File: config.mk
export PLATFORM = sky130hd
export DESIGN_NAME = divider_4bit_flat
export DESIGN_NICKNAME = d
export VERILOG_FILES = /design/src/rtl/divider_4bit_if.sv /design/src/rtl/divider_4bit.sv /design/src/flat_wrapper.sv
export SDC_FILE = /design/constraint.sdc
export NUM_CORES = 1
export LEC_CHECK = 0
export BUFFER_PORTS_ARGS = -buffer_cell sky130_fd_sc_hd__buf_4
export CORE_MARGIN = 1.5
export CORE_UTILIZATION = 35
export CTS_CLUSTER_DIAMETER = 80
export DETAILED_ROUTE_END_ITERATION = 10
export GPL_TIMING_DRIVEN = 1
export PLACE_DENSITY = 0.58
export SYNTH_ARGS = -nofsm -noshare
export SYNTH_HDL_FRONTEND = slang
export SYNTH_SLANG_ARGS = --single-unit
File: constraint.sdc
create_clock -name clk -period 2.35 [get_ports clk]
set_input_delay 0.235 -clock clk [delete_from_list [all_inputs] [get_ports clk]]
set_output_delay 0.235 -clock clk [all_outputs]
set_load 0.02 [all_outputs]
File: src/rtl/divider_4bit_if.sv
// Request/response bundle for the 4-bit restoring divider.
// The master issues operands and start; the slave returns quotient, remainder and status.
interface divider_4bit_if;
    logic       start;
    logic [3:0] a;
    logic [3:0] b;
    logic [3:0] q;
    logic [3:0] r;
    logic       busy;
    logic       done;
    logic       dz;

    modport master (
        output start, a, b,
        input  q, r, busy, done, dz
    );

    modport slave (
        input  start, a, b,
        output q, r, busy, done, dz
    );
endinterface

File: src/rtl/divider_4bit.sv
// Sequential 4-bit unsigned restoring divider, one quotient bit per clock.
// Start/busy/done handshake; divide-by-zero completes in one cycle with dz set.
module divider_4bit (
    input  logic          clk,
    input  logic          rst_n,
    divider_4bit_if.slave bus
);

    localparam int unsigned W  = 4;
    localparam int unsigned CW = 2;

    typedef enum logic [1:0] {
        S_IDLE = 2'd0,
        S_CALC = 2'd1,
        S_DONE = 2'd2
    } state_t;

    state_t         r_state;
    logic [W-1:0]   r_a_lat;
    logic [W-1:0]   r_b_lat;
    logic [W:0]     r_rem;
    logic [CW-1:0]  r_cnt;
    logic [W-1:0]   r_q;
    logic [W-1:0]   r_r;
    logic           r_busy;
    logic           r_done;
    logic           r_dz;

    logic [W:0]     w_shift;
    logic [W+1:0]   w_sum;
    logic           w_no_borrow;
    logic [W:0]     w_next_rem;
    logic           w_unused;

    // Trial subtraction as rem + ~{0,b} + 1; the carry out means no borrow.
    assign w_shift     = {r_rem[W-1:0], r_a_lat[r_cnt]};
    assign w_sum       = {1'b0, w_shift} + {1'b0, ~{1'b0, r_b_lat}} + (W+2)'(1);
    assign w_no_borrow = w_sum[W+1];
    assign w_next_rem  = w_no_borrow ? w_sum[W:0] : w_shift;

    // Restored remainder is always below the divisor, so its top bit is never consulted.
    assign w_unused    = r_rem[W];

    always_ff @(posedge clk) begin
        if (!rst_n) begin
            r_state <= S_IDLE;
            r_a_lat <= '0;
            r_b_lat <= '0;
            r_rem   <= '0;
            r_cnt   <= '0;
            r_q     <= '0;
            r_r     <= '0;
            r_busy  <= 1'b0;
            r_done  <= 1'b0;
            r_dz    <= 1'b0;
        end else begin
            r_done <= 1'b0;
            case (r_state)
                S_IDLE, S_DONE: begin
                    if (bus.start) begin
                        if (bus.b != W'(0)) begin
                            r_a_lat <= bus.a;
                            r_b_lat <= bus.b;
                            r_rem   <= '0;
                            r_q     <= '0;
                            r_cnt   <= CW'(W - 1);
                            r_dz    <= 1'b0;
                            r_busy  <= 1'b1;
                            r_state <= S_CALC;
                        end else begin
                            r_q     <= '1;
                            r_r     <= bus.a;
                            r_dz    <= 1'b1;
                            r_busy  <= 1'b0;
                            r_done  <= 1'b1;
                            r_state <= S_DONE;
                        end
                    end else begin
                        r_state <= S_IDLE;
                    end
                end

                S_CALC: begin
                    r_rem        <= w_next_rem;
                    r_q[r_cnt]   <= w_no_borrow;
                    if (r_cnt == CW'(0)) begin
                        r_r     <= w_next_rem[W-1:0];
                        r_busy  <= 1'b0;
                        r_done  <= 1'b1;
                        r_state <= S_DONE;
                    end else begin
                        r_cnt   <= r_cnt - CW'(1);
                    end
                end

                default: begin
                    r_busy  <= 1'b0;
                    r_state <= S_IDLE;
                end
            endcase
        end
    end

    assign bus.q    = r_q;
    assign bus.r    = r_r;
    assign bus.busy = r_busy;
    assign bus.done = r_done;
    assign bus.dz   = r_dz;

endmodule

File: src/flat_wrapper.sv
// flat-port wrapper written by rule: the top's interface ports become plain ports
module divider_4bit_flat 
  (clk, rst_n, bus_start, bus_a, bus_b, bus_q, bus_r, bus_busy, bus_done, bus_dz);
  divider_4bit_if bus_i ();
  input  logic clk;
  input  logic rst_n;
  input wire logic [$bits(bus_i.start)-1:0] bus_start;
  input wire logic [$bits(bus_i.a)-1:0] bus_a;
  input wire logic [$bits(bus_i.b)-1:0] bus_b;
  output wire logic [$bits(bus_i.q)-1:0] bus_q;
  output wire logic [$bits(bus_i.r)-1:0] bus_r;
  output wire logic [$bits(bus_i.busy)-1:0] bus_busy;
  output wire logic [$bits(bus_i.done)-1:0] bus_done;
  output wire logic [$bits(bus_i.dz)-1:0] bus_dz;
  assign bus_i.start = bus_start;
  assign bus_i.a = bus_a;
  assign bus_i.b = bus_b;
  assign bus_q = bus_i.q;
  assign bus_r = bus_i.r;
  assign bus_busy = bus_i.busy;
  assign bus_done = bus_i.done;
  assign bus_dz = bus_i.dz;
  divider_4bit u_core (.clk(clk), .rst_n(rst_n), .bus(bus_i));
endmodule
==> flow_summary.json <==
{
  "post-cts-setup-buffers": 0,
  "diodes": 0,
  "die_w_um": 64.3,
  "ys_types": 37,
  "netlist_top_cells_area": "dfxtp_1 41%, nand2_1 8.6%, ha_1 7.6%",
  "ant_nets": 0,
  "avgSynthCellArea_um2": 9.08,
  "fin_area_um2": 1580,
  "grt_util_met3_pct": 1.76,
  "crit_arrival_ns": 2.31,
  "grtUsageMet2_pct": 26.0,
  "num-nets-final": 191,
  "syn_inst": 145,
  "antenna_found_initial": 0,
  "grt_pass1_vias": 1082,
  "io_buffers": 21,
  "synthArstFlopShare_pct": 0,
  "rsz0062_at_grt": "no",
  "cts_root_buffer": "clkbuf_8",
  "gp_congestion": 0.805,
  "synth_top_area_cell": "dfxtp_1",
  "cts_tree": "done",
  "grt-ovfl-total": 0,
  "min_to": "u_core.r_b_lat[2]",
  "hold_violations": 0,
  "drtIter0Drc": 47,
  "rr_worst_depth": 9,
  "ys_warn_count": 0,
  "maxSlewHeadroom_pct": 47.4,
  "tightest_slew_ns": 0.788,
  "critPathLaunchType": "flop",
  "dp_slack_ns": 0.198,
  "routed_wl_um": 2960,
  "ioPinCount": 22,
  "min_path_type": "input pin to flop",
  "synth_edf_count": 0,
  "status": "finished clean",
  "end_kind": "flop",
  "die_area_um2": 4140,
  "place_area_um2": 1530,
  "reg2reg_from": "u_core.r_cnt[0]",
  "cts_buffer_depth": 2,
  "syn_nets": 165,
  "via_per_inst": 5.08,
  "final-setup-viol-count": 0,
  "drive_gt1_share_pct": 21.2,
  "fin_cells": 218,
  "synth-seq-cells": 27,
  "postCtsHoldBufs": 0,
  "die_y_um": 64.3,
  "start_util_pct": 36.2,
  "timing.final.crit_share_pct": 92.2,
  "gr-usage-met1_pct": 20.8,
  "syn_area_um2": 1320,
  "synth_top_cell_area_share_pct": 41.1,
  "ctsResizeCount": 0,
  "synth_ff_type": "dfxtp_1",
  "detail_route.wl_per_cell_um": 13.6,
  "whs_path_depth": 3,
  "num_rows": 22,
  "ir_drop_mv": 0.245,
  "layout_commonest_cell": "nand2_1",
  "crit_type": "flop to flop",
  "r2r-end": "u_core.bus.r[2]",
  "p_per_area_nw_per_um2": 681,
  "core_um2": 3630,
  "hold_path_startpoint": "bus_b[2]",
  "dp_cells": 214,
  "path_clk_slew_ns": 0.10,
  "layout_common_cells": "30 x nand2_1, 27 x dfxtp_1, 25 x buf_4",
  "grt_pass1_wl_um": 5110,
  "clock_latency_ns": 0.28,
  "clock_skew_ns": 0.00671,
  "first_pass_iters": 4,
  "grt-busiest-layer": "met2",
  "yosysSeqAreaShare_pct": 41.1,
  "cts.sinks": 27,
  "drc": 0,
  "p_leak_nw": 0.648,
  "path_max_fanout": 6,
  "htree_levels": 1,
  "grt_max_degree": 20,
  "critical_path_required_ns": 2.50,
  "r2r_setup_slack_ns": 0.18,
  "power.total_mw": 1.08,
  "vias": 1107,
  "setup_ws_ns": 0.184,
  "grt_use_total_pct": 15.7,
  "fin_tns_setup_ns": 0,
  "finalCriticalPeriod_ns": 2.17,
  "dp_hpwl_um": 2300,
  "area_growth_pct": 20.1,
  "cap_violations": 0,
  "numCtsBuffers": 3,
  "max_freq_mhz": 462,
  "slew_violations": 0
}
==> per-stage QoR <==
step,utilization [%],hold slack (ns)
detailed placement,42.1,0.448
global route,43.5,0.216
CTS,43.5,0.206
finish,43.5,0.210
global placement,42.1,0.446
floorplan,-,0.371
==> sequential cells by signal (all words and copies together) (netlist names) <==
name             cells
u_core.r_b_lat       4
u_core.r_a_lat       4
u_core.r_cnt         2
u_core.bus.dz        1
u_core.bus.q         4
u_core.r_state       2
u_core.bus.done      1
u_core.r_rem         4
u_core.bus.busy      1
u_core.bus.r         4
==> critical path, cell delays in order, from the launching register on <==
cell and delay [ns]:
dfxtp_1 0.41, mux2i_1 0.21, mux2_2 0.19, ha_1 0.18
and4b_1 0.23, a2111oi_4 0.30, buf_4 0.22, nand2b_1 0.06
o211ai_1 0.12, a31oi_1 0.11
==> final cells by class <==
cell class,count,area (um2)
clock inverters,1,7.51
well taps,48,60.1
fillers,395,2050
repair buffers,25,188
inverters,7,26.3
flip-flops and latches,27,541
clock buffers,3,41.3
multi-input cells,107,717
==> cells in the mapped netlist, types with 3 or more instances <==
master	number
nand2_1	30
a211oi_1	6
dfxtp_1	27
a311oi_1	4
a21oi_1	13
mux2i_1	3
o21ai_1	3
nor2b_1	3
inv_1	6
nand2b_1	4
a31oi_1	3
nor2_1	7
ha_1	8
o21ai_0	3
==> worst max-delay path by stage <==
| stage | startpoint | endpoint | cells after the start |
|---|---|---|---|
| 6_report | u_core.r_cnt[0] | u_core.bus.r[2] | 9 |
| 5_1_grt | u_core.r_cnt[0] | u_core.bus.r[2] | 9 |
| 4_1_cts | u_core.r_cnt[0] | u_core.bus.r[2] | 9 |
| 3_5_place_dp | u_core.r_cnt[0] | u_core.bus.r[2] | 9 |
| 3_3_place_gp | u_core.r_cnt[0] | u_core.bus.r[1] | 8 |
| 2_1_floorplan | u_core.r_cnt[0] | u_core.bus.r[1] | 8 |
==> kinds of logic after synthesis <==
logic type	Yosys count	synth area share, %
fa+ha+maj	9	9.13
simple gates	52	18.3
buf+inv	11	4.47
mux	5	4.28
flops	27	41.1
xor+xnor	1	0.666
compound gates	40	22.1
==> report_power, final <==
part / leakage [nW] / switching (mW) / internal (mW)
combinational: 0.405 / 0.160 / 0.126
clock: 0.0217 / 0.153 / 0.120
sequential: 0.222 / 0.0238 / 0.492
total: 0.648 / 0.337 / 0.738
==> routing by layer <==
metal | share of wire [%] | up-vias | routed length [um]
li1 | - | 566 | -
met1 | 48 | 514 | 1420
met2 | 47 | 25 | 1390
met3 | 4.2 | 2 | 123
met4 | 0.91 | 0 | 27
met5 | 0 | - | 0
Note: power is estimated with default switching activity, not from simulation.
